===== src/rtl/clk_meas_pkg.sv =====
// Shared types and defaults for the slow-clock period/high-time meter.
package clk_meas_pkg;

   typedef enum logic [1:0] {
      IDLE = 2'd0,
      ARM  = 2'd1,
      MEAS = 2'd2
   } meas_state_e;

   localparam int unsigned CNT_W_DEF       = 28;
   localparam int unsigned TIMEOUT_CYC_DEF = 2**27;

endpackage


===== src/rtl/sync_edge_det.sv =====
// Multi-flop synchronizer for an asynchronous level, plus one delay flop
// used to derive single-cycle rise/fall strobes.
module sync_edge_det #(
   parameter int unsigned SYNC_STAGES = 2
) (
   input  logic clk_in,
   input  logic rst,
   input  logic d,
   output logic level,
   output logic rise,
   output logic fall
);

   // Fewer than two stages gives no metastability settling time.
   if (SYNC_STAGES < 2) begin : g_bad_stages
      $error("sync_edge_det: SYNC_STAGES must be at least 2");
   end

   logic [SYNC_STAGES-1:0] sync_q;
   logic                   dly_q;

   always_ff @(posedge clk_in or posedge rst) begin
      if (rst) begin
         sync_q <= '0;
         dly_q  <= 1'b0;
      end else begin
         sync_q <= {sync_q[SYNC_STAGES-2:0], d};
         dly_q  <= sync_q[SYNC_STAGES-1];
      end
   end

   assign level = sync_q[SYNC_STAGES-1];
   assign rise  = level & ~dly_q;
   assign fall  = ~level & dly_q;

endmodule


===== src/rtl/clk_period_meter.sv =====
// Measures period and high time of a slow asynchronous square wave in clk_in
// cycles; back-to-back measurement with a sticky no-edge timeout.
module clk_period_meter
   import clk_meas_pkg::*;
#(
   parameter int unsigned CNT_W       = CNT_W_DEF,
   parameter int unsigned SYNC_STAGES = 2,
   parameter int unsigned TIMEOUT_CYC = TIMEOUT_CYC_DEF
) (
   input  logic             clk_in,
   input  logic             rst,
   input  logic             sig_in,
   input  logic             enable,
   output logic [CNT_W-1:0] period,
   output logic [CNT_W-1:0] high_time,
   output logic             valid,
   output logic             timeout,
   output logic             busy
);

   localparam logic [CNT_W-1:0] CNT_ONE = CNT_W'(1);
   localparam logic [CNT_W-1:0] CNT_MAX = '1;
   localparam logic [CNT_W-1:0] TO_LIM  = CNT_W'(TIMEOUT_CYC);

   logic sig_rise, sig_fall, sig_level_unused;

   sync_edge_det #(
      .SYNC_STAGES (SYNC_STAGES)
   ) u_sync (
      .clk_in (clk_in),
      .rst    (rst),
      .d      (sig_in),
      .level  (sig_level_unused),
      .rise   (sig_rise),
      .fall   (sig_fall)
   );

   meas_state_e      state_q, state_d;
   logic [CNT_W-1:0] cnt_q, cnt_d;
   logic [CNT_W-1:0] hcnt_q, hcnt_d;
   logic             hi_open_q, hi_open_d;
   logic [CNT_W-1:0] period_q, period_d;
   logic [CNT_W-1:0] high_q, high_d;
   logic             valid_q, valid_d;
   logic             timeout_q, timeout_d;

   function automatic logic [CNT_W-1:0] sat_inc(input logic [CNT_W-1:0] v);
      return (v == CNT_MAX) ? v : v + CNT_ONE;
   endfunction

   always_comb begin
      state_d   = state_q;
      cnt_d     = cnt_q;
      hcnt_d    = hcnt_q;
      hi_open_d = hi_open_q;
      period_d  = period_q;
      high_d    = high_q;
      valid_d   = 1'b0;
      timeout_d = timeout_q;

      if (!enable) begin
         // Drop any partial measurement; published results stay put.
         state_d   = IDLE;
         cnt_d     = '0;
         hcnt_d    = '0;
         hi_open_d = 1'b0;
      end else begin
         unique case (state_q)
            IDLE: begin
               state_d   = ARM;
               cnt_d     = '0;
               hcnt_d    = '0;
               hi_open_d = 1'b0;
            end
            ARM: begin
               if (sig_rise) begin
                  cnt_d     = CNT_ONE;
                  hcnt_d    = CNT_ONE;
                  hi_open_d = 1'b1;
                  state_d   = MEAS;
               end
            end
            MEAS: begin
               // A rise on the timeout cycle still counts as a good edge.
               if (sig_rise) begin
                  period_d  = cnt_q;
                  high_d    = hcnt_q;
                  valid_d   = 1'b1;
                  timeout_d = 1'b0;
                  cnt_d     = CNT_ONE;
                  hcnt_d    = CNT_ONE;
                  hi_open_d = 1'b1;
               end else if (cnt_q >= TO_LIM) begin
                  timeout_d = 1'b1;
                  hi_open_d = 1'b0;
                  state_d   = ARM;
               end else begin
                  cnt_d = sat_inc(cnt_q);
                  if (sig_fall) begin
                     hi_open_d = 1'b0;
                  end else if (hi_open_q) begin
                     hcnt_d = sat_inc(hcnt_q);
                  end
               end
            end
            default: state_d = IDLE;
         endcase
      end
   end

   always_ff @(posedge clk_in or posedge rst) begin
      if (rst) begin
         state_q   <= IDLE;
         cnt_q     <= '0;
         hcnt_q    <= '0;
         hi_open_q <= 1'b0;
         period_q  <= '0;
         high_q    <= '0;
         valid_q   <= 1'b0;
         timeout_q <= 1'b0;
      end else begin
         state_q   <= state_d;
         cnt_q     <= cnt_d;
         hcnt_q    <= hcnt_d;
         hi_open_q <= hi_open_d;
         period_q  <= period_d;
         high_q    <= high_d;
         valid_q   <= valid_d;
         timeout_q <= timeout_d;
      end
   end

   assign period    = period_q;
   assign high_time = high_q;
   assign valid     = valid_q;
   assign timeout   = timeout_q;
   assign busy      = (state_q != IDLE);

endmodule


===== config.mk =====
export PLATFORM = sky130hd
export DESIGN_NAME = clk_period_meter
export DESIGN_NICKNAME = d
export VERILOG_FILES = /design/src/rtl/clk_meas_pkg.sv /design/src/rtl/sync_edge_det.sv /design/src/rtl/clk_period_meter.sv
export SDC_FILE = /design/constraint.sdc
export NUM_CORES = 1
export LEC_CHECK = 0
export CAP_MARGIN = 0
export CORE_MARGIN = 2
export CORE_UTILIZATION = 54
export CTS_BUF_LIST = sky130_fd_sc_hd__clkbuf_4 sky130_fd_sc_hd__clkbuf_8
export CTS_CLUSTER_SIZE = 10
export DETAILED_ROUTE_END_ITERATION = 10
export GPL_TIMING_DRIVEN = 0
export PLACE_DENSITY = 0.77
export RECOVER_POWER = 25
export SLEW_MARGIN = 20
export SYNTH_ARGS = -nofsm -noshare
export SYNTH_HDL_FRONTEND = slang
export SYNTH_SLANG_ARGS = --single-unit

===== constraint.sdc =====
create_clock -name clk_in -period 4.1 [get_ports clk_in]
set_input_delay 0.615 -clock clk_in [delete_from_list [all_inputs] [get_ports clk_in]]
set_output_delay 0.615 -clock clk_in [all_outputs]
set_load 0.005 [all_outputs]

-- Yosys cells after proc, flatten, opt, wreduce, memory -nomap -nowiden
Index checks and enable logic that the tools add are counted.
- $add $sub $neg: 2
- order comparisons: 1
- equality and inequality tests: 14
- multiplexer cells: 29
- bitwise gates (word level): 4
- reductions and logical operators: 9
- operator list (cell ; number):
    28-bit 2-to-1 mux ; 11
    28-bit case mux with 3 select lines ; 2
    28-bit by 1-bit adder with 28-bit output (second input constant) ; 2
    28-bit equality test (second input constant) ; 2
    28-bit greater-or-equal comparator (second input constant) ; 1
    4-bit != test (second input constant) ; 5
    3-bit AND reduction ; 4
    1-bit 2-to-1 mux ; 10
    3-bit != test (second input constant) ; 3
    2-bit 2-to-1 mux ; 4
    2-bit case mux with 3 select lines ; 1
    6-bit AND reduction ; 1
    5-bit != test (second input constant) ; 1
    4-bit by 1-bit != test with 1-bit output (second input constant) ; 1
    4-bit AND reduction ; 1
    2-bit nonzero test ; 2
    1-bit case mux with 3 select lines ; 1
    1-bit bitwise AND ; 2
    2-bit by 1-bit equality test with 1-bit output (second input constant) ; 1
    2-bit equality test (second input constant) ; 1
    2-bit logical NOT ; 1
    1-bit NOT ; 2
- bits in registers: 120
- output and inout bits: 59
- logic and storage cells: 69

-- Longest topological paths before layout
- word-level depth: 8
- mapped depth: 9
- gate-level depth less buffers: 7

-- By module
From an unflattened synthesis, not the netlist that was laid out.
- cells, all modules: 647
- area, all modules: 5731.7 um^2
- modules (own cells, without submodules) (module ; instances ; cells each ; area each (um^2) ; seq. area each (um^2)):
    clk_period_meter ; 1 ; 641 ; 5637.9 ; 2927.8
    sync_edge_det ; 1 ; 6 ; 93.8 ; 75.1

-- Least setup slack after synthesis
OpenSTA, ideal clock, no wires.
- path type: flip-flop to flip-flop
- start: register hcnt_q[0]
- end: register hcnt_q[0]
- setup time: 128 ps
- data arrival time: 2131 ps
- required time: 3972 ps
- slack: 1841 ps
- cell stages (with the launch flop): 7
- clock period less this slack: 2259 ps
- path through: dfrtp_1 ha_1 nand3_1 or4_4 o31a_1 o21ai_4 mux2_1
- word-level cells in the longest chain between the ends: 8
- ends and longest elaborated chain (element ; line ; text):
    start: declaration ; clk_period_meter.sv:40 ; logic [CNT_W-1:0] hcnt_q, hcnt_d;
    start signal: assignment ; clk_period_meter.sv:124 ; hcnt_q <= hcnt_d;
    28-bit by 1-bit adder with 28-bit output ; clk_period_meter.sv:48 ; return (v == CNT_MAX) ? v : v + CNT_ONE;
    28-bit 2-to-1 mux ; clk_period_meter.sv:48 ;
    28-bit 2-to-1 mux ; clk_period_meter.sv:101 ; end else if (hi_open_q) begin
    28-bit 2-to-1 mux ; clk_period_meter.sv:99 ; if (sig_fall) begin
    28-bit 2-to-1 mux ; clk_period_meter.sv:93 ; end else if (cnt_q >= TO_LIM) begin
    28-bit 2-to-1 mux ; clk_period_meter.sv:85 ; if (sig_rise) begin
    28-bit case mux with 3 select lines ; clk_period_meter.sv:68 ; unique case (state_q)
    28-bit 2-to-1 mux ; clk_period_meter.sv:61 ; if (!enable) begin
Parallel ways exist; a longest one is shown, timed or not. The select of a mux whose other input is x is not followed.
A chain may end at the register's enable or synchronous reset.

-- Worst setup path after layout
- start: register state_q[0]
- end: register hcnt_q[6]
- word-level cells in the longest chain between the ends: 3
- ends and longest elaborated chain (element ; line ; text):
    start: declaration ; clk_period_meter.sv:38 ; meas_state_e state_q, state_d;
    start signal: assignment ; clk_period_meter.sv:122 ; state_q <= state_d;
    2-bit equality test (tied with other cells) ; clk_period_meter.sv:68 ;
    4-bit != test (no line) (tied with other cells) ; -- ;
    6-bit AND reduction (no line) or 28-bit 2-to-1 mux (tied branches) ; -- ;
Parallel ways exist; a longest one is shown, timed or not.

==> results.tsv <==
metric	value	unit
ios	63	
clkTransAtPathRegs	0.07	ns
p_total	2.96	mW
tightest_slew	2.14	ns
start_util	55.9	%
slew_viol_final	47	
synth_top_area_share	51.6	%
synth.net_count	650	
synthSimpleGateAreaFrac	26.7	%
holdPathEnd	u_sync.sync_q[1]$_DFF_PP0_	
timing.rr.end	hcnt_q[6]$_DFFE_PP0P_	
synthMuxAreaShare	0.559	%
yosys-top-cells-area	dfrtp_1 52%, nand2_1 13%, o31ai_1 3.2%, o21ai_0 2.8%, nand3_1 2.1%	
cts_made_buffers	17	
postSynthCellCount	639	
yosys.cell_types.count	60	
worstHoldStart	u_sync.sync_q[0]$_DFF_PP0_	
die_x	108	µm
routed.top_layer	met4	
cp_slowest_cell	dfrtp_1	
cp_common_cell	clkbuf_1	
num_vias	5159	
period_minus_slack	2.83	ns
reg2regPathDepth	9	
maxSlewHeadroom	-43.2	%
rsz0062_at_grt	false	
worstPathRequired	4.40	ns
dieArea	11600	µm²
cts_resized	0	
crit_buf_inv	3	
arrival	3.14	ns
timing.rr.start	state_q[0]$_DFFE_PP0P_	
cts.htree.levels	4	
period_share	69.1	%
cap_violations	1	
instances_no_fill	870	
cts_hold_buf	0	
gp_congestion	0.892	
finalInstanceArea	7090	µm²
path_class	reg -> reg	
violations	capacitance limit, slew limit	
vias_per_cell	5.93	
tritoncts	done	
ys.flop_type	dfrtp_1	
num_rows	37	
finalWirelength	14.8	mm
route.met2.wl	7.47	mm
numPlacedInstances	838	
cp_max_fo	10	
grt_max_degree	75	
synthAdderAreaFrac	1.51	%
drt_iter0_markers	334	
first_pass_iters	5	
syn_area	5820	µm²
coreArea	10400	µm²
ys_ff_latch	120	
synthXorXnorAreaFrac	1.05	%
critical_path.cell_chain	inv_1 -> ha_1 -> and2_1 -> nand3_1 -> clkbuf_1 -> o211ai_1 -> clkbuf_1 -> o31ai_1 -> o41ai_1	
drc_errors	0	
synth_top_family_by_area	simple AND/OR/NAND/NOR gates	
cts_setup_buffers	0	
grt_overflow	0	
layout-drive-gt1-share	8.17	%
wl_met3	705	µm
endpoint_kind	register	
critPathMaxStageDelay	0.42	ns
async_reset_ff_share	100	%
clk_path_buf_depth	2	
clock.fmax	353	MHz
area_growth	21.9	%
p_per_area	417	nW/µm²
postSynthAreaPerCell	9.11	µm²
r2r_slack	1.27	ns
avgRoutedWirePerCell	17.0	µm
portBuffers	62	
grt_pass1_vias	5129	
grtUsageTotal	27.3	%
die_y	108	µm
crit_family	compound AO/OA/AOI/OAI gates	
fin_util	68.1	%
leakagePower	3.37	nW
yosysTopAreaCell	dfrtp_1	
hold_depth	0	
wl_met1	6.33	mm
clock_latency	0.44	ns
cts_root_buf	clkbuf_8	
num_antenna_cells	0	
fin_nets	732	
synth_compound_area_share	14.7	%
yosysSeqAreaShare	51.6	%
hold_class	reg -> reg	
finalHoldViolCount	0	
skew	0.0136	ns
status	finished with violations	
cts_sinks	120	
grt_pass1_wl	24.8	mm
setup_viol	0	
start_kind	register	
dpl.hpwl	10.1	mm
dp_worst_setup_slack	0.950	ns
synth_edf_count	0	
setup_ws	1.27	ns
synth_warnings	0	
grt_antenna_before_repair	0	
ant_nets	0	
place_area	6640	µm²
ir_drop	0.235	mV
-- logic make-up (layout without fill, tap and decap cells) --
kind of cell               after synthesis  in the layout
and+or+nand+nor                        334            334
AOI/OAI and AO/OA                      122            122
DFF                                    120            120
buffers and inverters                   46            141
adders and majority gates                7              7
xor gates and xnor gates                 7              7
muxes                                    3              3
-- state kept, by name, indices dropped and copies added, names as in the netlist --
name,count
cnt_q,28
hcnt_q,28
high_time,28
period,28
state_q,2
u_sync.sync_q,2
hi_open_q,1
timeout,1
u_sync.dly_q,1
valid,1
-- area by class of cell --
cell class / count / area, µm²
well taps: 136 / 170
clock inverters: 13 / 200
fillers: 856 / 3320
flip-flops and latches: 120 / 3000
inverters: 11 / 42.5
plain buffers: 35 / 188
clock buffers: 19 / 255
repair buffers: 63 / 648
multi-input cells: 473 / 2590
-- cells in the mapped netlist (5+ instances only) --
cell	n
nor2_1	27
or3_1	7
o21ai_0	33
nand4_1	15
a31oi_1	12
and3_1	13
inv_1	10
a211o_1	5
o41ai_1	6
a21o_1	8
xor2_1	6
a21oi_1	11
nand2_1	198
nor3_1	5
ha_1	7
dfrtp_1	120
clkbuf_1	25
and2_1	8
nand3_1	24
nor4_1	11
o31ai_1	25
-- worst reg2reg max path: stages, from the launching register on --
cell and delay, ns:
dfrtp_1 0.42, inv_1 0.10, ha_1 0.27, and2_1 0.21, nand3_1 0.12, clkbuf_1 0.36, o211ai_1 0.42, clkbuf_1 0.36
o31ai_1 0.32, o41ai_1 0.14
-- cells in the final DEF, fill, tap and decap left out, types with 6 or more instances in the layout --
cell	synthesis	routed
clkbuf_8	1	19
ha_1	7	7
o21ai_0	33	33
and2_1	8	8
inv_1	10	9
or3_1	7	7
xor2_1	6	6
nor4_1	11	11
and3_1	13	13
clkbuf_1	25	25
nor2_1	27	27
nand3_1	24	24
nand2_1	198	198
nand4_1	15	15
a21oi_1	11	11
o41ai_1	6	6
a31oi_1	12	12
clkdlybuf4s50_1	0	60
dfrtp_1	120	120
a21o_1	8	8
o31ai_1	25	25
-- how the worst max path moves through the flow --
stage               depth (start not counted)              startpoint                     end
floorplan                                   1                     rst    cnt_q[0]$_DFFE_PP0P_
global placement                            2                     rst         valid$_DFF_PP0_
detailed placement                          8                  enable   hcnt_q[9]$_DFFE_PP0P_
CTS                                         9  state_q[0]$_DFFE_PP0P_   hcnt_q[6]$_DFFE_PP0P_
global route                                9  state_q[0]$_DFFE_PP0P_  hcnt_q[20]$_DFFE_PP0P_
finish                                      9  state_q[0]$_DFFE_PP0P_   hcnt_q[6]$_DFFE_PP0P_
-- power by group --
| group | switching [mW] | internal [mW] | leakage [nW] | total (mW) |
|---|---|---|---|---|
| Sequential | 0.0265 | 1.21 | 1.67 | 1.24 |
| Combinational | 0.327 | 0.161 | 1.47 | 0.488 |
| Clock | 0.491 | 0.744 | 0.233 | 1.23 |
-- metal layers --
layer | GRT usage, % | up-vias
met3 | 5.45 | 30
met1 | 34.1 | 2521
met5 | 0 | -
met4 | 10.2 | 0
met2 | 46.9 | 183
li1 | - | 2425
-- per-stage QoR --
step           setup TNS (ns)  hold WS [ns]
2_1_floorplan               0         0.331
3_3_place_gp          -155.72         0.354
3_5_place_dp                0         0.355
4_1_cts                     0         0.370
5_1_grt                     0         0.374
6_report                    0         0.363
Note: power is estimated with default switching activity, not from simulation.
